--- src/rtl/loader_pkg.sv ---
// Shared types for the UART boot-image loader.
package loader_pkg;
   typedef enum logic [1:0] {HDR, PAYLOAD, CKSUM, DONE} loader_state_e;
   typedef logic [31:0] word_t;
   localparam int BYTES_PER_WORD = 4;
endpackage

--- src/rtl/loader_word_assembler.sv ---
// Little-endian byte-to-word assembler; word/word_valid show the word as completed by the current byte.
module loader_word_assembler
   import loader_pkg::*;
(
   input  logic       clk,
   input  logic       rst_n,
   input  logic       clear,
   input  logic       byte_vld,
   input  logic [7:0] byte_in,
   input  logic [2:0] nbytes,
   output word_t      word,
   output logic       word_valid
);
   logic [1:0] lane;
   word_t      acc;

   // Lane 0 starts a fresh word so short (header) words come out zero-extended.
   always_comb begin
      word = (lane == 2'd0) ? '0 : acc;
      word[{lane, 3'b000} +: 8] = byte_in;
      word_valid = byte_vld && ((3'(lane) + 3'd1) == nbytes);
   end

   always_ff @(posedge clk or negedge rst_n) begin
      if (!rst_n) begin
         lane <= 2'd0;
         acc  <= '0;
      end else if (clear) begin
         lane <= 2'd0;
      end else if (byte_vld) begin
         acc  <= word;
         lane <= word_valid ? 2'd0 : lane + 2'd1;
      end
   end
endmodule

--- src/rtl/uart_program_loader.sv ---
// Boot-image loader: count header, little-endian payload words to instruction memory, then core release.
// Optional trailer checksum state enabled by defining LOADER_CHECKSUM_EN.
module uart_program_loader
   import loader_pkg::*;
#(
   parameter int ADDR_W      = 15,
   parameter int BASE_ADDR   = 0,
   parameter int CNT_BYTES   = 1,
   parameter int TIMEOUT_CYC = 50000
) (
   input  logic              sys_clock,
   input  logic              reset,
   input  logic [7:0]        rx_data,
   input  logic              rx_valid,
   input  logic              reload,
   output logic              mem_we,
   output logic [ADDR_W-1:0] mem_addr,
   output logic [31:0]       mem_wdata,
   output logic              core_rst_n,
   output logic              busy,
   output logic              load_done,
   output logic              load_err
);
   localparam logic [ADDR_W-1:0] BASE = ADDR_W'(BASE_ADDR);
   localparam logic [31:0] TO_LIM = (TIMEOUT_CYC == 0) ? 32'd0 : 32'(TIMEOUT_CYC - 1);
`ifdef LOADER_CHECKSUM_EN
   localparam loader_state_e TAIL = CKSUM;
`else
   localparam loader_state_e TAIL = DONE;
`endif

   loader_state_e state;
   logic [15:0]   words_left;
   logic [31:0]   tcnt;
   word_t         asm_word;
   logic          asm_valid;
   logic          accept, timeout_hit, restart;
   logic [2:0]    asm_len;
`ifdef LOADER_CHECKSUM_EN
   logic [7:0]    cksum;
`endif

   assign accept      = rx_valid && (state == HDR || state == PAYLOAD);
   assign restart     = reload && (state == DONE);
   assign asm_len     = (state == HDR) ? 3'(CNT_BYTES) : 3'(BYTES_PER_WORD);
   assign timeout_hit = (TIMEOUT_CYC != 0) && busy && !rx_valid && (state != DONE) && (tcnt == TO_LIM);

   loader_word_assembler u_asm (
      .clk        (sys_clock),
      .rst_n      (reset),
      .clear      (timeout_hit || restart),
      .byte_vld   (accept),
      .byte_in    (rx_data),
      .nbytes     (asm_len),
      .word       (asm_word),
      .word_valid (asm_valid)
   );

   always_ff @(posedge sys_clock or negedge reset) begin
      if (!reset) begin
         state      <= HDR;
         mem_we     <= 1'b0;
         mem_addr   <= BASE;
         mem_wdata  <= '0;
         core_rst_n <= 1'b0;
         busy       <= 1'b0;
         load_done  <= 1'b0;
         load_err   <= 1'b0;
         words_left <= '0;
         tcnt       <= '0;
`ifdef LOADER_CHECKSUM_EN
         cksum      <= '0;
`endif
      end else begin
         mem_we <= 1'b0;
         // Address advances in the cycle after each write strobe, wrapping silently.
         if (mem_we) mem_addr <= mem_addr + ADDR_W'(1);
         if (rx_valid || !busy) tcnt <= '0;
         else                   tcnt <= tcnt + 32'd1;

         if (timeout_hit) begin
            state    <= HDR;
            busy     <= 1'b0;
            load_err <= 1'b1;
            mem_addr <= BASE;
         end else begin
            case (state)
               HDR: if (accept) begin
                  busy <= 1'b1;
                  if (asm_valid) begin
                     words_left <= asm_word[15:0];
                     state      <= (asm_word[15:0] == 16'd0) ? TAIL : PAYLOAD;
`ifdef LOADER_CHECKSUM_EN
                     cksum      <= '0;
`endif
                  end
               end
               PAYLOAD: if (accept) begin
`ifdef LOADER_CHECKSUM_EN
                  cksum <= cksum ^ rx_data;
`endif
                  if (asm_valid) begin
                     mem_we     <= 1'b1;
                     mem_wdata  <= asm_word;
                     words_left <= words_left - 16'd1;
                     if (words_left == 16'd1) state <= TAIL;
                  end
               end
`ifdef LOADER_CHECKSUM_EN
               CKSUM: if (rx_valid) begin
                  if (rx_data != cksum) load_err <= 1'b1;
                  state <= DONE;
               end
`else
               CKSUM: state <= DONE;
`endif
               DONE: begin
                  busy       <= 1'b0;
                  load_done  <= 1'b1;
                  core_rst_n <= 1'b1;
                  if (reload) begin
                     state      <= HDR;
                     load_done  <= 1'b0;
                     core_rst_n <= 1'b0;
                     load_err   <= 1'b0;
                     mem_addr   <= BASE;
                  end
               end
               default: state <= HDR;
            endcase
         end
      end
   end
endmodule

--- config.mk ---
export PLATFORM = sky130hd
export DESIGN_NAME = uart_program_loader
export DESIGN_NICKNAME = d
export VERILOG_FILES = /design/src/rtl/loader_pkg.sv /design/src/rtl/loader_word_assembler.sv /design/src/rtl/uart_program_loader.sv
export SDC_FILE = /design/constraint.sdc
export NUM_CORES = 1
export LEC_CHECK = 0
export BUFFER_PORTS_ARGS = -buffer_cell sky130_fd_sc_hd__buf_2
export CAP_MARGIN = 0
export CORE_UTILIZATION = 25
export DETAILED_ROUTE_END_ITERATION = 7
export REMOVE_ABC_BUFFERS = 1
export SYNTH_ARGS = -nofsm -noshare
export SYNTH_HDL_FRONTEND = slang
export SYNTH_SLANG_ARGS = --single-unit
--- constraint.sdc ---
create_clock -name sys_clock -period 3.4 [get_ports sys_clock]
set_clock_uncertainty 0.05 [all_clocks]
set_input_delay 0.34 -clock sys_clock [delete_from_list [all_inputs] [get_ports sys_clock]]
set_output_delay 0.34 -clock sys_clock [all_outputs]
set_load 0.05 [all_outputs]
; ---- Yosys cells after proc, flatten, opt, wreduce, memory -nomap -nowiden
; Cells that the tools add are included.
[totals]
reg_bits = 135
input_bits = 12
out_inout_bits = 52
word_cells = 100
[op_classes]
n_addsub = 6
eq_ne = 17
shifts = 2
mux = 36
n_bitwise = 2
n_reduce_logical = 26
[op_table]
columns = operator, count
row1 = two-way mux 16 bit, 4
row2 = two-way mux 32 bit, 2
row3 = two-way mux 15 bit, 4
row4 = adder 32 x 1 -> 32 bit (second input constant), 1
row5 = bitwise mux 32 bit, 1
row6 = equality test 32 x 16 -> 1 bit (second input constant), 1
row7 = one-hot mux 16 bit (2 select lines), 1
row8 = variable shift 8 x 7 -> 32 bit (first input constant), 1
row9 = indexed part select 8 x 7 -> 32 bit, 1
row10 = two-way mux 2 bit, 11
row11 = equality test 16 x 1 -> 1 bit (second input constant), 1
row12 = logical NOT 16 bit, 1
row13 = subtractor 16 x 1 -> 16 bit (second input constant), 1
row14 = adder 15 x 1 -> 15 bit (second input constant), 1
row15 = inequality test 3 x 2 -> 1 bit (second input constant), 5
row16 = AND reduction 6 bit, 2
row17 = two-way mux 1 bit, 10
row18 = inequality test 2 x 1 -> 1 bit (second input constant), 4
row19 = one-hot mux 2 bit (4 select lines), 1
row20 = AND reduction 2 bit, 4
row21 = nonzero test 2 bit, 4
row22 = negation 5 -> 7 bit, 1
row23 = logical AND 1 bit, 6
row24 = equality test 2 bit (second input constant), 2
row25 = other kinds (14), 19

; ---- Depth between registers and ports, before layout
[depth]
word_depth = 9
ltp_mapped = 10
depth_no_buf = 7

; ---- Hierarchy
; From an unflattened synthesis, not the netlist that was laid out.
[unflattened]
cells_unflattened = 638
hier_area_um2 = 6755.2
[modules_own_cells]
columns = mod, n_inst, cells_each, area_each_um2, seq_area_each_um2
row1 = uart_program_loader, 1, 481, 4898.4, 2527.4
row2 = loader_word_assembler, 1, 157, 1856.8, 850.8

; ---- Worst setup path after synthesis
; No wires, ideal clock.
[synth_timing]
path_kind = flip-flop to flip-flop
startpoint = register u_asm.lane[0]
endpoint = register mem_wdata[19]
setup_ps = 135
arrival_time_ps = 2510
t_required_ps = 3215
path_slack_ps = 705
path_stages_with_launch = 11
path_buffers = 3
synth_period_minus_slack_ps = 2695
cell_sequence = dfrtp_1 clkbuf_1 inv_1 ha_1 or4bb_1 a21oi_1 nand2_1 buf_2 buf_2 nand2_1 o21ai_0
[synth_between]
elab_chain_cells = 4
word_cells_on_any_way = 10
classes_between = add/sub (2) / eq/ne (1) / shift (2) / mux (2) / reduce/logical (3)
[synth_rtl]
columns = item, line
row1 = "start, declared", loader_word_assembler.sv:14  ; logic [1:0] lane;
row2 = "start signal, assigned", loader_word_assembler.sv:32  ; lane <= word_valid ? 2'd0 : lane + 2'd1;
row3 = branches (longest 4 deep; another with negation 5 -> 7 bit), --
row4 = "end signal, assigned", uart_program_loader.sv:104  ; mem_wdata <= asm_word;
row5 = "end, declared", uart_program_loader.sv:18  ; output logic [31:0] mem_wdata,
; Several ways; the timed one is not identified.
; A chain may end at the register's enable or synchronous reset.

; ---- Final worst setup path
[layout_timing]
startpoint = register u_asm.lane[0]
endpoint = register mem_wdata[31]
; Same word-level chain as after synthesis.

==> results.py <==
metrics = {
    "yosys": {
        "yosysTopAreaCell": "dfrtp_1",
        "synth_edf_count": 0,
        "syn_area_per_cell_um2": 10.1,
        "yosys_most_used_dff": "dfrtp_1",
        "synthTopCellsByArea": "dfrtp_1, mux2_4, nor2_1",
        "yosysWarnings": 0,
        "synthesis.area_um2": 6840,
        "synth.distinct_cells": 58,
        "yosys.cell_count.top_type": "dfrtp_1",
        "synth-async-reset-ratio_pct": 100,
        "synth_top_area_share_pct": 49.4,
        "ys_seq_elements": 135,
        "ys_seq_area_share_pct": 49.4,
        "netlist_instances": 677,
        "netlist_top_cells_count": "dfrtp_1, nor2_1, nand2_1",
    },
    "clock_tree": {
        "cts_sinks": 135,
        "clk_path_buf_depth": 2,
        "htreeDepth": 4,
        "clock_latency_ns": 0.42,
        "cts_made_buffers": 17,
        "cts_tree": "done",
        "post_cts_buffers": 0,
        "ctsRootBufferMaster": "clkbuf_16",
        "clk_pin_slew_ns": 0.06,
        "cts_resized": 0,
    },
    "worst_setup_path": {
        "crit_path_end_kind": "flip-flop",
        "worst_path_largest_cell_delay_ns": 0.57,
        "reg2reg_depth": 7,
        "critPathKind": "flip-flop to flip-flop",
        "arrival_ns": 3.20,
        "path_cells": "inv_1 -> ha_1 -> or4bb_1 -> a21oi_2 -> nand2_1 -> inv_2 -> mux2_2",
        "worst_setup_path_start_kind": "flip-flop",
        "cp_max_fo": 18,
        "critical_path_required_ns": 3.65,
        "crit_slowest_cell": "or4bb_1",
    },
    "final_layout": {
        "area_growth_pct": 20.9,
        "diodes": 0,
        "fin_util_pct": 30.8,
        "layout-drive-gt1-share_pct": 20.3,
        "design_area_um2": 8270,
        "nets": 771,
    },
    "grt": {
        "grt_max_degree": 72,
        "grt_pass1_wl_mm": 27.9,
        "grt_pass1_vias": 5182,
        "antenna_found_initial": 0,
        "grt_use_total_pct": 12.6,
        "gr-total-overflow": 0,
    },
    "timing": {
        "final_hold_viol_count": 0,
        "final_max_slew_viol_count": 0,
        "tightest_slew_ns": 0.847,
        "fin_crit_ns": 2.96,
        "slew_headroom_pct": 43.4,
        "fin_tns_setup_ns": 0,
        "rsz0062_at_grt": "no",
        "setup_viol": 0,
        "min_period_over_period_pct": 87.0,
        "fmax_mhz": 338,
    },
    "placement": {
        "port_buffers": 63,
        "dpl_cell_area_um2": 7600,
        "gp_congestion": 0.798,
        "dp_hpwl_mm": 11.6,
    },
    "route": {
        "drt_first_pass_iters": 5,
        "wl_mm": 16.9,
        "drc_errors": 0,
        "wire_per_inst_um": 15.4,
        "routed-via-count": 5290,
        "viasPerCell": 4.81,
        "ant_nets": 0,
        "drtIter0Drc": 435,
    },
    "floorplanning": {
        "die_area_um2": 28000,
        "core_um2": 26900,
        "die_h_um": 167,
        "rows": 60,
        "start_util_pct": 25.4,
        "fp.dieW_um": 167,
        "ioPinCount": 64,
    },
    "min_path": {
        "hold_depth": 2,
        "min_path_type": "input port to flip-flop",
    },
    "status": {
        "status": "complete, no violations",
    },
    "power_and_ir_drop": {
        "p_leak_nw": 3.69,
        "p_per_area_nw_per_um2": 728,
        "ir_worst_vdd_uv": 301,
        "power.total_mw": 6.02,
    },
    "run": {
        "maxCapViolations": 0,
    },
}
==> flip-flops by register name, summed over array words and instances (netlist names) <==
name and cells:
u_asm.lane 2, mem_addr 15, mem_we 1, state 2
mem_wdata 32, load_err 1, tcnt 32, busy 1
u_asm.acc 32, load_done 1, words_left 16
==> layer usage <==
layer / wire (um) / GRT usage (%) / vias up
met5: 0 / 0 / -
met3: 667 / 2.79 / 10
li1: - / - / 2575
met4: 137 / 3.35 / 0
met1: 8050 / 17.4 / 2604
met2: 8020 / 19.8 / 101
==> final timing paths <==
kind,startpoint,to,slack (ns)
max,u_asm.lane[0],mem_wdata[31],0.44
min,rx_data[0],u_asm.acc[16],0.21
max reg2reg,u_asm.lane[0],mem_wdata[31],0.44
min reg2reg,mem_wdata[17],mem_wdata[17],0.42
max in group asynchronous,reset,mem_wdata[30],2.05
min in group asynchronous,reset,tcnt[0],0.43
==> power breakdown <==
group | total [mW] | switching [mW] | leakage, nW | internal (mW)
logic | 1.94 | 1.26 | 1.52 | 0.680
registers | 2.01 | 0.197 | 1.86 | 1.81
clock network | 2.07 | 0.699 | 0.316 | 1.37
==> through the flow <==
| stage | setup slack, ns | cells | hold WS, ns |
|---|---|---|---|
| after floorplan | -1.16 | 644 | -0.00559 |
| after global placement | 0.499 | 1068 | 0.339 |
| after detailed placement | 0.412 | 1068 | 0.340 |
| after CTS | 0.404 | 1099 | 0.210 |
| after global routing | 0.193 | 1099 | 0.212 |
| final | 0.442 | 1099 | 0.210 |
==> layout by cell type, fill, tap and decap left out, types with 12 or more instances in the layout <==
cell       Yosys  layout
nor2_1        67      66
buf_2          5      62
xor2_1        24      24
nor4_1        15      15
buf_4          2      19
nand4_1       26      26
nor2b_1       13      13
dfrtp_1      135     135
a21oi_1       38      37
mux2_2        17      17
inv_1         22      22
clkbuf_16      0      17
nand3_1       23      23
o21ai_0       40      40
mux2_4        17      17
nand2_1       52      52
ha_1          12      12
==> logic make-up (layout without fill, tap and decap cells) <==
| group | after synthesis | after routing | synth area share (%) |
|---|---|---|---|
| simple gates | 256 | 256 | 19.5 |
| buf+inv | 56 | 137 | 3.50 |
| compound gates | 138 | 138 | 12.7 |
| fa+ha+maj | 12 | 12 | 2.20 |
| flops | 135 | 135 | 49.4 |
| xor+xnor | 35 | 35 | 4.48 |
| mux | 45 | 45 | 8.18 |
==> cell type report <==
| type | instances | area [um2] |
|---|---|---|
| tap | 341 | 427 |
| inverter | 23 | 86.3 |
| sequential | 135 | 3380 |
| multi-input combinational | 486 | 3230 |
| clock buffer | 23 | 488 |
| timing repair buffer | 84 | 494 |
| clock inverter | 7 | 166 |
| fill | 2824 | 18600 |
==> repair_timing <==
action	4_1_cts	5_1_grt
setup endpoints to repair	0	0
hold buffers	1	0
hold endpoints to repair	64	0
==> worst max-delay path, delay by kind of cell (launching register included) <==
| kind | cells | cell delay [ns] |
|---|---|---|
| buffers and inverters | 2 | 0.45 |
| multiplexers | 1 | 0.37 |
| adder cells (fa/ha/maj) | 1 | 0.34 |
| AND/OR/NAND/NOR | 2 | 1.01 |
| AO/OA/AOI/OAI | 1 | 0.18 |
| flip-flops | 1 | 0.43 |
Note: power is estimated with default switching activity, not from simulation.
